<file path="src/rtl/cache_fill_fsm_if.sv">
`timescale 1ns/1ps
`default_nettype none
// ============================================================================
//  Module      : cache_fill_fsm_if
//  Description : Signal bundle between the cache miss-fill controller and its
//                surroundings (pipeline miss detect, memory request/return
//                path, and the data/tag array write port).
//
//  Signals
//    miss_detected     pipeline -> ctrl   cache miss this cycle
//    miss_address      pipeline -> ctrl   byte address that missed
//    memory_data_valid memory   -> ctrl   memory_data carries a returned word
//    memory_data       memory   -> ctrl   returned word, in request order
//    fsm_busy          ctrl -> pipeline   fill in progress, pipeline stalls
//    mem_req           ctrl -> memory     memory_address is a read request
//    memory_address    ctrl -> memory     request byte address
//    write_data_array  ctrl -> arrays     data-array word write enable
//    word_index        ctrl -> arrays     data-array word being written
//    fill_data         ctrl -> arrays     word to write
//    write_tag_array   ctrl -> arrays     one-cycle tag/valid write strobe
//
//  Modports
//    master : the fill controller
//    slave  : the environment (pipeline, memory, storage arrays)
//
//  Revision    : 1.0  initial release
// ============================================================================
interface cache_fill_fsm_if #(
  parameter int IDX_W = 3
) ();

  logic              miss_detected;
  logic [15:0]       miss_address;
  logic              memory_data_valid;
  logic [15:0]       memory_data;
  logic              fsm_busy;
  logic              mem_req;
  logic [15:0]       memory_address;
  logic              write_data_array;
  logic [IDX_W-1:0]  word_index;
  logic [15:0]       fill_data;
  logic              write_tag_array;

  modport master (
    input  miss_detected,
    input  miss_address,
    input  memory_data_valid,
    input  memory_data,
    output fsm_busy,
    output mem_req,
    output memory_address,
    output write_data_array,
    output word_index,
    output fill_data,
    output write_tag_array
  );

  modport slave (
    output miss_detected,
    output miss_address,
    output memory_data_valid,
    output memory_data,
    input  fsm_busy,
    input  mem_req,
    input  memory_address,
    input  write_data_array,
    input  word_index,
    input  fill_data,
    input  write_tag_array
  );

endinterface

`default_nettype wire

</file>
<file path="src/rtl/cache_fill_fsm.sv">
`timescale 1ns/1ps
`default_nettype none
// ============================================================================
//  Module      : cache_fill_fsm
//  Description : Cache miss-fill controller. On a miss it issues the WORDS
//                word-address read requests of the missing block, one per
//                cycle, streams the in-order returned words into the data
//                array with per-word write enables, and strobes the tag
//                write together with the last word. fsm_busy stalls the
//                pipeline for the whole fill.
//
//  Ports
//    clk    in   rising-edge clock
//    rst_n  in   asynchronous active-low reset
//    bus    cache_fill_fsm_if.master
//             in : miss_detected, miss_address, memory_data_valid,
//                  memory_data
//             out: fsm_busy, mem_req, memory_address, write_data_array,
//                  word_index, fill_data, write_tag_array
//
//  Parameters
//    WORDS  words per block (power of two), block bytes = 2*WORDS
//    IDX_W  log2(WORDS)
//
//  Revision    : 1.0  initial release
// ============================================================================
module cache_fill_fsm #(
  parameter int WORDS = 8,
  parameter int IDX_W = 3
) (
  input  logic              clk,
  input  logic              rst_n,
  cache_fill_fsm_if.master  bus
);

  // --------------------------------------------------------------------------
  // Constants
  // --------------------------------------------------------------------------
  localparam logic [0:0] S_IDLE = 1'b0;
  localparam logic [0:0] S_FILL = 1'b1;

  localparam logic [IDX_W:0] c_WORDS = (IDX_W+1)'(WORDS);
  localparam logic [IDX_W:0] c_LAST  = (IDX_W+1)'(WORDS - 1);

  // Clears the byte-within-block bits of a miss address.
  localparam logic [15:0] c_BLOCK_MASK = ~(16'(2 * WORDS - 1));

  // --------------------------------------------------------------------------
  // State
  // --------------------------------------------------------------------------
  logic [0:0]     r_state;
  logic [IDX_W:0] r_req_cnt;
  logic [IDX_W:0] r_rcv_cnt;
  logic [15:0]    r_base;

  // --------------------------------------------------------------------------
  // Decode
  // --------------------------------------------------------------------------
  logic           w_in_fill;
  logic           w_start;
  logic           w_req_active;
  logic           w_wr;
  logic           w_last;
  logic [15:0]    w_offset;

  assign w_in_fill    = (r_state == S_FILL);
  assign w_start      = (r_state == S_IDLE) && bus.miss_detected;
  assign w_req_active = w_in_fill && (r_req_cnt < c_WORDS);
  assign w_wr         = w_in_fill && bus.memory_data_valid;
  assign w_last       = w_wr && (r_rcv_cnt == c_LAST);

  // Byte offset of the current request within the block. OR-ing into the
  // aligned base (rather than adding) keeps the address inside the block,
  // so a block at the top of memory never carries out.
  assign w_offset = {{(15 - IDX_W){1'b0}}, r_req_cnt[IDX_W-1:0], 1'b0};

  // --------------------------------------------------------------------------
  // Sequential
  // --------------------------------------------------------------------------
  always_ff @(posedge clk or negedge rst_n) begin
    if (!rst_n) begin
      r_state   <= S_IDLE;
      r_req_cnt <= '0;
      r_rcv_cnt <= '0;
      r_base    <= '0;
    end else if (r_state == S_IDLE) begin
      if (w_start) begin
        r_base    <= bus.miss_address & c_BLOCK_MASK;
        r_req_cnt <= '0;
        r_rcv_cnt <= '0;
        r_state   <= S_FILL;
      end
    end else begin
      // Requests are issued blindly one per cycle; memory latency is
      // unknown here, so returns are tracked by their own counter.
      if (r_req_cnt < c_WORDS) begin
        r_req_cnt <= r_req_cnt + 1'b1;
      end
      if (bus.memory_data_valid) begin
        r_rcv_cnt <= r_rcv_cnt + 1'b1;
      end
      if (w_last) begin
        r_state <= S_IDLE;
      end
    end
  end

  // --------------------------------------------------------------------------
  // Outputs
  // --------------------------------------------------------------------------
  // Everything except fill_data derives from state that the async reset
  // clears, so those outputs fall to zero as soon as rst_n drops. fill_data
  // is a pass-through of memory_data and is forced low under reset so the
  // whole port is quiet while reset is asserted.
  assign bus.fsm_busy         = w_in_fill;
  assign bus.mem_req          = w_req_active;
  assign bus.memory_address   = r_base | w_offset;
  assign bus.write_data_array = w_wr;
  assign bus.word_index       = r_rcv_cnt[IDX_W-1:0];
  assign bus.fill_data        = rst_n ? bus.memory_data : 16'h0000;
  assign bus.write_tag_array  = w_last;

endmodule

`default_nettype wire

</file>
<file path="src/flat_wrapper.sv">
// flat-port wrapper written by rule: the top's interface ports become plain ports
module cache_fill_fsm_flat 
#(
  parameter int WORDS = 8,
  parameter int IDX_W = 3
)
  (clk, rst_n, bus_miss_detected, bus_miss_address, bus_memory_data_valid, bus_memory_data, bus_fsm_busy, bus_mem_req, bus_memory_address, bus_write_data_array, bus_word_index, bus_fill_data, bus_write_tag_array);
  cache_fill_fsm_if #(.IDX_W(IDX_W)) bus_i ();
  input  logic clk;
  input  logic rst_n;
  input wire logic [$bits(bus_i.miss_detected)-1:0] bus_miss_detected;
  input wire logic [$bits(bus_i.miss_address)-1:0] bus_miss_address;
  input wire logic [$bits(bus_i.memory_data_valid)-1:0] bus_memory_data_valid;
  input wire logic [$bits(bus_i.memory_data)-1:0] bus_memory_data;
  output wire logic [$bits(bus_i.fsm_busy)-1:0] bus_fsm_busy;
  output wire logic [$bits(bus_i.mem_req)-1:0] bus_mem_req;
  output wire logic [$bits(bus_i.memory_address)-1:0] bus_memory_address;
  output wire logic [$bits(bus_i.write_data_array)-1:0] bus_write_data_array;
  output wire logic [$bits(bus_i.word_index)-1:0] bus_word_index;
  output wire logic [$bits(bus_i.fill_data)-1:0] bus_fill_data;
  output wire logic [$bits(bus_i.write_tag_array)-1:0] bus_write_tag_array;
  assign bus_i.miss_detected = bus_miss_detected;
  assign bus_i.miss_address = bus_miss_address;
  assign bus_i.memory_data_valid = bus_memory_data_valid;
  assign bus_i.memory_data = bus_memory_data;
  assign bus_fsm_busy = bus_i.fsm_busy;
  assign bus_mem_req = bus_i.mem_req;
  assign bus_memory_address = bus_i.memory_address;
  assign bus_write_data_array = bus_i.write_data_array;
  assign bus_word_index = bus_i.word_index;
  assign bus_fill_data = bus_i.fill_data;
  assign bus_write_tag_array = bus_i.write_tag_array;
  cache_fill_fsm #(.WORDS(WORDS), .IDX_W(IDX_W)) u_core (.clk(clk), .rst_n(rst_n), .bus(bus_i));
endmodule
</file>
<file path="config.mk">
export PLATFORM = sky130hd
export DESIGN_NAME = cache_fill_fsm_flat
export DESIGN_NICKNAME = d
export VERILOG_FILES = /design/src/rtl/cache_fill_fsm_if.sv /design/src/rtl/cache_fill_fsm.sv /design/src/flat_wrapper.sv
export SDC_FILE = /design/constraint.sdc
export NUM_CORES = 1
export LEC_CHECK = 0
export CORE_UTILIZATION = 36
export DETAILED_ROUTE_END_ITERATION = 6
export PLACE_DENSITY = 0.88
export SLEW_MARGIN = 0
export SYNTH_ARGS = -nofsm -noshare
export SYNTH_HDL_FRONTEND = slang
export SYNTH_SLANG_ARGS = --single-unit
</file>
<file path="constraint.sdc">
create_clock -name clk -period 2.3 [get_ports clk]
set_input_delay 0.575 -clock clk [delete_from_list [all_inputs] [get_ports clk]]
set_output_delay 0.575 -clock clk [all_outputs]
set_load 0.02 [all_outputs]
</file>
# Word level (Yosys, flattened, before mapping)
# Cells that the tools add are included.
[totals]
in_bits = 36
word_cells = 29
out_inout_bits = 39
reg_bits = 21
[classes]
n_bitwise = 2
addsub = 2
muxes = 9
n_lt_le_gt_ge = 1
n_reduce_logical = 8
eq_ne = 3
[ops]
columns = ["operator", "n"]
rows = [
  ["$mux W4", 5],
  ["$mux W16", 1],
  ["$or A16 B4 Y16", 1],
  ["$add A4 B1 Y4 const B", 2],
  ["$reduce_and A2 Y1", 3],
  ["$eq A4 B3 Y1 const B", 1],
  ["$logic_and A1 B1 Y1", 4],
  ["$lt A4 B4 Y1 const B", 1],
  ["$ne A2 B2 Y1 const B", 2],
  ["$mux W1", 3],
  ["$reduce_bool A2 Y1", 1],
  ["$not A1 Y1", 1],
]

# Depth between registers and ports, before layout
# Gate-level depths: netlist of run 1.
[logic_depth]
ltp_word = 4
depth_mapped = 4
ltp_nobuf = 4

# Worst setup path before layout of run 1
# OpenSTA, ideal clock, no wires.
[synth_timing]
path_type = "register -> output"
from = "register u_core.r_state (netlist: u_core.bus.fsm_busy)"
to = "output port bus_write_tag_array"
arrival_ps = 1257
setup_slack_ps = 468
t_required_ps = 1725
path_stages_with_launch = 3
n_path_buf = 0
path_cell_list = "dfrtp_1 nand2_2 nor3_1"
[synth_via]
elab_chain_len = 2
[synth_lines]
columns = ["element", "line_no", "rtl"]
rows = [
  ["start: declaration", "cache_fill_fsm.sv:51", "logic [0:0] r_state;"],
  ["start signal: assignment", "cache_fill_fsm.sv:82", "r_state <= S_IDLE;"],
  ["start signal: assignment", "cache_fill_fsm.sv:91", "r_state <= S_FILL;"],
  ["start signal: assignment", "cache_fill_fsm.sv:103", "r_state <= S_IDLE;"],
  ["$logic_and A1 B1 Y1", "cache_fill_fsm.sv:69", "assign w_wr = w_in_fill && bus.memory_data_valid;"],
  ["$logic_and A1 B1 Y1", "cache_fill_fsm.sv:70", "assign w_last = w_wr && (r_rcv_cnt == c_LAST);"],
  ["end: declaration", "flat_wrapper.sv:21", "output wire logic [$bits(bus_i.write_tag_array)-1:0] bus_write_tag_array;"],
]
# Every way passes these cells.

# Final worst setup path of run 1
[layout_timing]
from = "input port rst_n"
to = "output port bus_fill_data[12]"
[layout_via]
elab_chain_len = 1
[layout_lines]
columns = ["element", "line_no", "rtl"]
rows = [
  ["start: declaration", "flat_wrapper.sv:10", "input logic rst_n;"],
  ["$mux W16", "cache_fill_fsm.sv:120", "assign bus.fill_data = rst_n ? bus.memory_data : 16'h0000;"],
  ["end: declaration", "flat_wrapper.sv:20", "output wire logic [$bits(bus_i.fill_data)-1:0] bus_fill_data;"],
]
# Every way passes these cells.

==> impl_metrics.tcl, run 1 <==
set metrics [dict create \
    status "completed" \
    vias 1025 \
    placed_cell_area_um2 1770 \
    maxCapViolCount 0 \
    yosys_warnings 0 \
    syn_nets 154 \
    nets 226 \
    seq_area_frac_synth_pct 50.8 \
    fin_crit_sh_pct 98.0 \
    cts_buffer_depth 2 \
    max_slew_margin_pct 65.4 \
    cts_buffers 3 \
    final_core_util_pct 64.9 \
    wl_per_cell_um 12.5 \
    gp_congestion 0.790 \
    finalClockSkew_ns 0.00997 \
    total_leakage_power_nw 0.890 \
    remaining_drc_errors 0 \
    yosys.area.top_type "dfrtp_1" \
    slew_violations 0 \
    hold_depth 1 \
    clock_latency_ns 0.30 \
    cts_tree "yes" \
    cts_sinks 21 \
    synth_most_common_cell "nand2_1" \
    hold_path.class "flip-flop to flip-flop" \
    hold_viol_final 0 \
    clkTransAtPathRegs_ns 0.12 \
    grt-ovfl-total 0 \
    post_cts_buffers 0 \
    worstReg2RegEnd "u_core.r_rcv_cnt[0]$_DFFE_PN0P_" \
    ys_ff_latch 21 \
    worst_pin_slew_ns 0.519 \
    grt_pass1_vias 987 \
    grt_pass1_wl_mm 4.44 \
    post-route-cell-area_um2 1780 \
    critPathMaxFanout 18 \
    finalNonFillerCells 218 \
    die_h_um 55.6 \
    grt_antenna_before_repair 0 \
    critical_path_class "input pin to output pin" \
    cts_root_buffer "clkbuf_4" \
    synth_edf_count 0 \
    tns_ns 0 \
    drive_gt1_share_pct 9.09 \
    drt-initial-drc-count 14 \
    synthTopCellsByCount "nand2_1, dfrtp_1, and2_1" \
    die_x_um 55.6 \
    syn_to_final_growth_pct 71.6 \
    rsz0062_at_grt "false" \
    finalSetupViolations 0 \
    initial_core_util_pct 37.8 \
    nFillCells 228 \
    placedCellCount 214 \
    setup_slack_ns 0.0464 \
    ys_types 27 \
    r2r_start "u_core.bus.fsm_busy$_DFF_PN0_" \
    numPortBuffers 69 \
    max_freq_mhz 444 \
    synth_flop_cell "dfrtp_1" \
    ys_top_cells_by_area "dfrtp_1, nand2_1, and2_1" \
    firstDrtPassIters 4 \
    ff2ff_path_depth 4 \
    power.density_nw_per_um2 1040 \
    required_ns 1.73 \
    cp.arrival_ns 1.68 \
    synth_cells 116 \
    netlist_area_um2 1030 \
    avgSynthCellArea_um2 8.92 \
    grt_max_degree 19 \
    endpoint_kind "output pin" \
    holdBufCountCts 0 \
    wirelength_mm 2.72 \
    post-place-ws_ns -0.253 \
    synthArstFlopShare_pct 100 \
    ir_drop_v 0.000877 \
    die_area_um2 3090 \
    hold_start "u_core.r_rcv_cnt[3]$_DFFE_PN0P_" \
    worstSetupStartpointType "input pin" \
    htreeDepth 1 \
    core_um2 2730 \
    hpwlAfterDp_mm 2.24 \
    num_rows 19 \
    num_antenna_cells 0 \
    boundaryPins 75 \
    whs_endpoint "u_core.r_rcv_cnt[3]$_DFFE_PN0P_" \
    ant_nets 0 \
    viasPerCell 4.70 \
    globalRouteTotalUtil_pct 18.4 \
    finalCriticalPeriod_ns 2.25 \
    yosysTopAreaCellShare_pct 50.8 \
    worst-r2r-setup-slack_ns 0.90 \
]
## power by group
part           leakage (nW)  total [mW]  internal [mW]  switching (mW)
registers             0.255       0.675          0.545           0.129
logic                 0.617       0.991          0.498           0.493
clock network        0.0177       0.175         0.0648           0.110
## what timing repair did
item | 4_1_cts | 5_1_grt
gates resized for setup | 18 | 5
pin swaps | 0 | 0
endpoints found under the setup margin | 18 | 3
## sequential cells by signal (all words and copies together), names as in the netlist
register / count
u_core.r_base: 12
u_core.r_req_cnt: 4
u_core.bus.fsm_busy: 1
u_core.r_rcv_cnt: 4
## cells in the final DEF, fill, tap and decap left out, types with 2 or more instances in the layout
| cell | synthesis | layout |
|---|---|---|
| a22o_1 | 2 | 2 |
| and2_1 | 16 | 16 |
| buf_4 | 7 | 7 |
| clkbuf_4 | 0 | 3 |
| clkdlybuf4s50_1 | 0 | 50 |
| dfrtp_1 | 21 | 21 |
| dlygate4sd2_1 | 0 | 16 |
| ha_1 | 2 | 2 |
| mux2i_1 | 2 | 2 |
| nand2_1 | 40 | 40 |
| nand3_1 | 2 | 2 |
| nor2_1 | 5 | 5 |
## cells by family after synthesis
logic type,after synthesis,share of synthesized area (%)
simple gates,71,32.2
flops,21,50.8
buf+inv,12,7.13
compound gates,5,3.26
mux,3,3.02
fa+ha+maj,2,2.42
other cells,1,0.362
xor+xnor,1,0.847
## cell type report
cell class              instances  area, µm²  area share, %
multi-input cells              83        435           24.5
clock inverters                 1       5.00          0.282
inverters                       2       7.51          0.423
clock buffers                   3       22.5           1.27
well taps                      31       38.8           2.18
flip-flops and latches         21        526           29.6
repair buffers                 77        741           41.7
## worst max-delay path by stage
stage                                  startpoint             endpoint  slack, ns  cells after the start
floorplan           u_core.bus.fsm_busy$_DFF_PN0_  bus_write_tag_array       0.47                      2
detailed placement          bus_memory_data_valid  bus_write_tag_array      -0.25                      4
global placement            bus_memory_data_valid  bus_write_tag_array      -0.27                      4
global route                                rst_n    bus_fill_data[12]       0.01                      4
finish                                      rst_n    bus_fill_data[12]       0.05                      4
CTS                                         rst_n     bus_fill_data[3]       0.02                      4
## routing by layer
layer	vias to the layer above	routed length, µm	part of all wire (%)	global-route usage, %
met5	-	0	0	0
met4	0	29	1.1	6.07
met3	4	229	8.4	5.12
met2	51	1360	50	33.2
met1	471	1100	40	20.7
li1	499	-	-	-
## worst max-delay path: stages
cell and delay, ns:
clkdlybuf4s50_1 0.50, buf_12 0.14, and2_1 0.13, dlygate4sd2_1 0.33
## through the flow
step	hold WS, ns	total power, mW
final	0.485	1.84
after global routing	0.502	1.96
after global placement	0.461	1.65
after detailed placement	0.461	1.70
after CTS	0.488	1.86
after floorplan	0.279	1.23
No activity file was read; power rests on OpenSTA's default activity.
==> run 2: changes to the inputs <==
CELL_PAD_IN_SITES_DETAIL_PLACEMENT = 2   (was not set)
CELL_PAD_IN_SITES_GLOBAL_PLACEMENT = 2   (was not set)
CORE_UTILIZATION = 33   (was 36)
CTS_CLUSTER_DIAMETER = 150   (was not set)
DONT_BUFFER_PORTS = 1   (was not set)
PLACE_DENSITY = 0.83   (was 0.88)
==> impl_metrics.tcl, run 2 (same netlist as run 1, synthesis figures left out) <==
set metrics [dict create \
    boundaryPins 75 \
    initial_core_util_pct 36.3 \
    endpoint_kind "output pin" \
    ctsResizeCount 0 \
    cts_sinks 21 \
    remaining_drc_errors 9 \
    core_um2 2850 \
    placed_cell_area_um2 1020 \
    slew_violations 0 \
    wl_per_cell_um 17.3 \
    die_h_um 58.0 \
    regMostFlops "u_core.r_base" \
    gp_congestion 0.642 \
    power.density_nw_per_um2 1360 \
    hpwlAfterDp_mm 1.89 \
    grt-ovfl-total 0 \
    largest_register_ffs 12 \
    final_cell_mix "nand2_1, dfrtp_1, and2_1" \
    rsz0062_at_grt "false" \
    max_freq_mhz 481 \
    p_sw_uw 684 \
    crit_chain "nand2_2 > nor3_1 > buf_4" \
    worst_pin_slew_ns 0.979 \
    critPathMaxFanout 8 \
    maxCapViolCount 0 \
    clkTransAtPathRegs_ns 0.13 \
    grt_pass1_vias 892 \
    reg_top3 "u_core.r_base (12), u_core.r_rcv_cnt (4), u_core.r_req_cnt (4)" \
    netSwitchingFraction_pct 47.5 \
    num_antenna_cells 0 \
    nets 152 \
    cts_tree "yes" \
    finalCriticalPeriod_ns 2.08 \
    clock_latency_ns 0.30 \
    cts_buffers 3 \
    cp.arrival_ns 1.50 \
    violations "design-rule violations" \
    fin_crit_sh_pct 90.4 \
    hold_viol_final 0 \
    finalClockSkew_ns 0.00581 \
    num_rows 19 \
    ant_nets 0 \
    max_slew_margin_pct 34.5 \
    total_leakage_power_nw 0.534 \
    finalSetupViolations 0 \
    comb_power_share_pct 24.1 \
    vias 786 \
    globalRouteTotalUtil_pct 15.8 \
    layout_commonest_cell "nand2_1" \
    status "finished with violations" \
    grt_antenna_before_repair 0 \
    drive_gt1_share_pct 8.85 \
    post-route-cell-area_um2 1060 \
    die_x_um 58.0 \
    tns_ns 0 \
    post_cts_buffers 0 \
    syn_to_final_growth_pct 2.42 \
    ir_drop_v 0.000502 \
    grt_max_degree 22 \
    max_stage_delay_ns 0.63 \
    holdBufCountCts 1 \
    wirelength_mm 2.50 \
    ff2ff_path_depth 4 \
    hold_path.class "input pin to flip-flop" \
    cts_root_buffer "clkbuf_4" \
    grt_pass1_wl_mm 3.96 \
    cts_buffer_depth 2 \
    p_clk_share_pct 12.6 \
    die_area_um2 3360 \
    internal_power_uw 756 \
    required_ns 1.73 \
    drt-initial-drc-count 20 \
    slowest_stage "dfrtp_1" \
    power_frac_seq_pct 63.3 \
    viasPerCell 5.46 \
    worstSetupStartpointType "flip-flop" \
    critical_path_class "flip-flop to output pin" \
    hold_depth 2 \
    numPortBuffers 0 \
    firstDrtPassIters 7 \
    htreeDepth 1 \
]
## run 2: power groups by stage
stage / clock network (mW) / registers [mW] / logic [mW]
6_report: 0.181 / 0.911 / 0.348
5_1_grt: 0.203 / 0.935 / 0.404
4_1_cts: 0.189 / 0.917 / 0.361
3_5_place_dp: 0 / 0.927 / 0.350
3_3_place_gp: 0 / 0.915 / 0.318
2_1_floorplan: 0 / 0.801 / 0.432
## run 2: worst paths after layout
path	from	slack [ns]	to
max	u_core.bus.fsm_busy$_DFF_PN0_	0.22	bus_write_tag_array
min	bus_miss_address[9]	0.37	u_core.r_base[9]$_DFFE_PN0P_
max reg2reg	u_core.bus.fsm_busy$_DFF_PN0_	0.80	u_core.r_req_cnt[0]$_DFFE_PN0P_
min reg2reg	u_core.r_rcv_cnt[3]$_DFFE_PN0P_	0.50	u_core.r_rcv_cnt[3]$_DFFE_PN0P_
max in group asynchronous	rst_n	0.84	u_core.r_req_cnt[1]$_DFFE_PN0P_
min in group asynchronous	rst_n	0.86	u_core.r_base[4]$_DFFE_PN0P_
## run 2: final cells by class
cell class,count,area (µm²)
fill,337,1790
sequential,21,526
multi-input combinational,83,435
tap,31,38.8
timing repair buffer,3,25.0
clock buffer,3,22.5
inverter,2,7.51
clock inverter,1,5.00
## run 2: metal layers
| metal | part of all wire (%) | track usage [%] | vias to the layer above |
|---|---|---|---|
| met1 | 32 | 14.5 | 381 |
| met3 | 12 | 6.25 | 2 |
| met5 | 0 | 0 | - |
| li1 | - | - | 346 |
| met2 | 55 | 31.5 | 57 |
| met4 | 0.48 | 4.08 | 0 |
## run 2: worst max-delay path, delay by kind of cell, from the launching register on
kind | cells | cell delay, ns
buffers and inverters | 1 | 0.18
flip-flops | 1 | 0.63
AND/OR/NAND/NOR | 2 | 0.40
## run 2: per-stage QoR
stage                     power (mW)  cells  hold slack, ns  util (%)  setup WS [ns]
after floorplan                 1.23    116           0.279         -          0.468
after global placement          1.23    139           0.280      35.8          0.598
after detailed placement        1.28    139           0.280      35.8          0.549
after CTS                       1.47    144           0.363      37.1          0.191
after global routing            1.54    144           0.356      37.1         0.0795
final                           1.44    144           0.369      37.1          0.221
==> run 3: changes to the inputs <==
CAP_MARGIN = 20   (was not set)
==> impl_metrics.tcl, run 3 (same netlist as run 1, synthesis figures left out) <==
set metrics [dict create \
    total_leakage_power_nw 0.540 \
    worst_pin_slew_ns 0.592 \
    grt_antenna_before_repair 0 \
    core_um2 2850 \
    clock_latency_ns 0.30 \
    finalSetupViolations 0 \
    whs_ns 0.371 \
    gp_congestion 0.642 \
    max_freq_mhz 480 \
    slew_violations 0 \
    max_slew_margin_pct 60.5 \
    post_cts_buffers 0 \
    nets 153 \
    cts_buffers 3 \
    nFillCells 337 \
    maxCapViolCount 0 \
    worst-r2r-setup-slack_ns 0.81 \
    wl_met2_mm 1.36 \
    layout_commonest_cell "nand2_1" \
    syn_to_final_growth_pct 3.51 \
    holdBufCountCts 1 \
    critical_path_class "flip-flop to output pin" \
    cts_tree "yes" \
    highest_layer "met4" \
    viasPerCell 5.47 \
    hpwlAfterDp_mm 1.89 \
    whs_endpoint "u_core.r_base[9]$_DFFE_PN0P_" \
    remaining_drc_errors 9 \
    die_area_um2 3360 \
    wirelength_mm 2.48 \
    wl_per_cell_um 17.1 \
    boundaryPins 75 \
    initial_core_util_pct 36.3 \
    grt_pass1_vias 892 \
    fin_crit_sh_pct 90.6 \
    cts_buffer_depth 2 \
    endpoint_kind "output pin" \
    cts_root_buffer "clkbuf_4" \
    rsz0062_at_grt "false" \
    ant_nets 0 \
    grt_max_degree 22 \
    post-route-cell-area_um2 1070 \
    vias 793 \
    hold_depth 2 \
    worstSetupStartpointType "flip-flop" \
    finalCriticalPeriod_ns 2.08 \
    worstReg2RegEnd "u_core.r_req_cnt[0]$_DFFE_PN0P_" \
    final_core_util_pct 37.5 \
    finalPower_mw 1.44 \
    htreeDepth 1 \
    die_x_um 58.0 \
    hold_start "bus_miss_address[9]" \
    drt-initial-drc-count 20 \
    dr_wl_met3_um 308 \
    die_h_um 58.0 \
    regMostFlops "u_core.r_base" \
    finalClockSkew_ns 0.00267 \
    violations "design-rule violations" \
    largest_register_ffs 12 \
    power.density_nw_per_um2 1340 \
    num_rows 19 \
    reg_top3 "u_core.r_base (12), u_core.r_rcv_cnt (4), u_core.r_req_cnt (4)" \
    drive_gt1_share_pct 9.65 \
    firstDrtPassIters 7 \
    wl_met1_um 799 \
    numPortBuffers 0 \
    grt_pass1_wl_mm 3.96 \
    cts_sinks 21 \
    final_cell_mix "nand2_1, dfrtp_1, and2_1" \
    r2r_start "u_core.bus.fsm_busy$_DFF_PN0_" \
    num_antenna_cells 0 \
    hold_viol_final 0 \
    grt-ovfl-total 0 \
    ctsResizeCount 0 \
    hold_path.class "input pin to flip-flop" \
    ff2ff_path_depth 4 \
    clkTransAtPathRegs_ns 0.12 \
    ir_drop_v 0.000503 \
    critPathMaxFanout 8 \
    cp.arrival_ns 1.51 \
    tns_ns 0 \
    placed_cell_area_um2 1020 \
    status "finished with violations" \
    required_ns 1.73 \
    globalRouteTotalUtil_pct 15.8 \
]
## run 3: cell count changes in the layout (fill, tap and decap cells not counted), sizes merged
| cell | before | now |
|---|---|---|
| buf | 2 | 3 |
## run 3: worst max-delay path by stage
stage | startpoint | end | slack, ns
5_1_grt | u_core.bus.fsm_busy$_DFF_PN0_ | bus_write_tag_array | 0.08
3_5_place_dp | u_core.bus.fsm_busy$_DFF_PN0_ | bus_write_tag_array | 0.55
6_report | u_core.bus.fsm_busy$_DFF_PN0_ | bus_write_tag_array | 0.22
3_3_place_gp | u_core.bus.fsm_busy$_DFF_PN0_ | bus_write_tag_array | 0.60
4_1_cts | u_core.bus.fsm_busy$_DFF_PN0_ | bus_write_tag_array | 0.19
2_1_floorplan | u_core.bus.fsm_busy$_DFF_PN0_ | bus_write_tag_array | 0.47
## run 3: final cells by class
cell class | instances | area (µm²) | area share, %
well taps | 31 | 38.8 | 3.62
multi-input cells | 83 | 435 | 40.7
flip-flops and latches | 21 | 526 | 49.1
clock buffers | 3 | 22.5 | 2.10
clock inverters | 1 | 5.00 | 0.467
repair buffers | 4 | 36.3 | 3.39
inverters | 2 | 7.51 | 0.701
## run 3: critical path, cell delays in order (launching register included)
cell     delay [ns]
dfrtp_1        0.63
nand2_2        0.19
nor3_1         0.21
buf_4          0.18
## run 3: report_power, final
part / total [mW] / leakage, nW / internal (mW) / switching, mW
sequential: 0.910 / 0.255 / 0.543 / 0.367
clock: 0.180 / 0.0177 / 0.0647 / 0.115
combinational: 0.350 / 0.268 / 0.150 / 0.199
## run 3: metrics by stage
stage / setup slack, ns / std cells
floorplan: 0.468 / 116
global placement: 0.598 / 139
detailed placement: 0.549 / 139
CTS: 0.191 / 144
global route: 0.0795 / 145
finish: 0.217 / 145
## run 3: metal layers
layer	global-route usage [%]	vias to the layer above
met2	31.5	57
met3	6.25	2
met4	4.08	0
li1	-	349
met1	14.5	385
met5	0	-
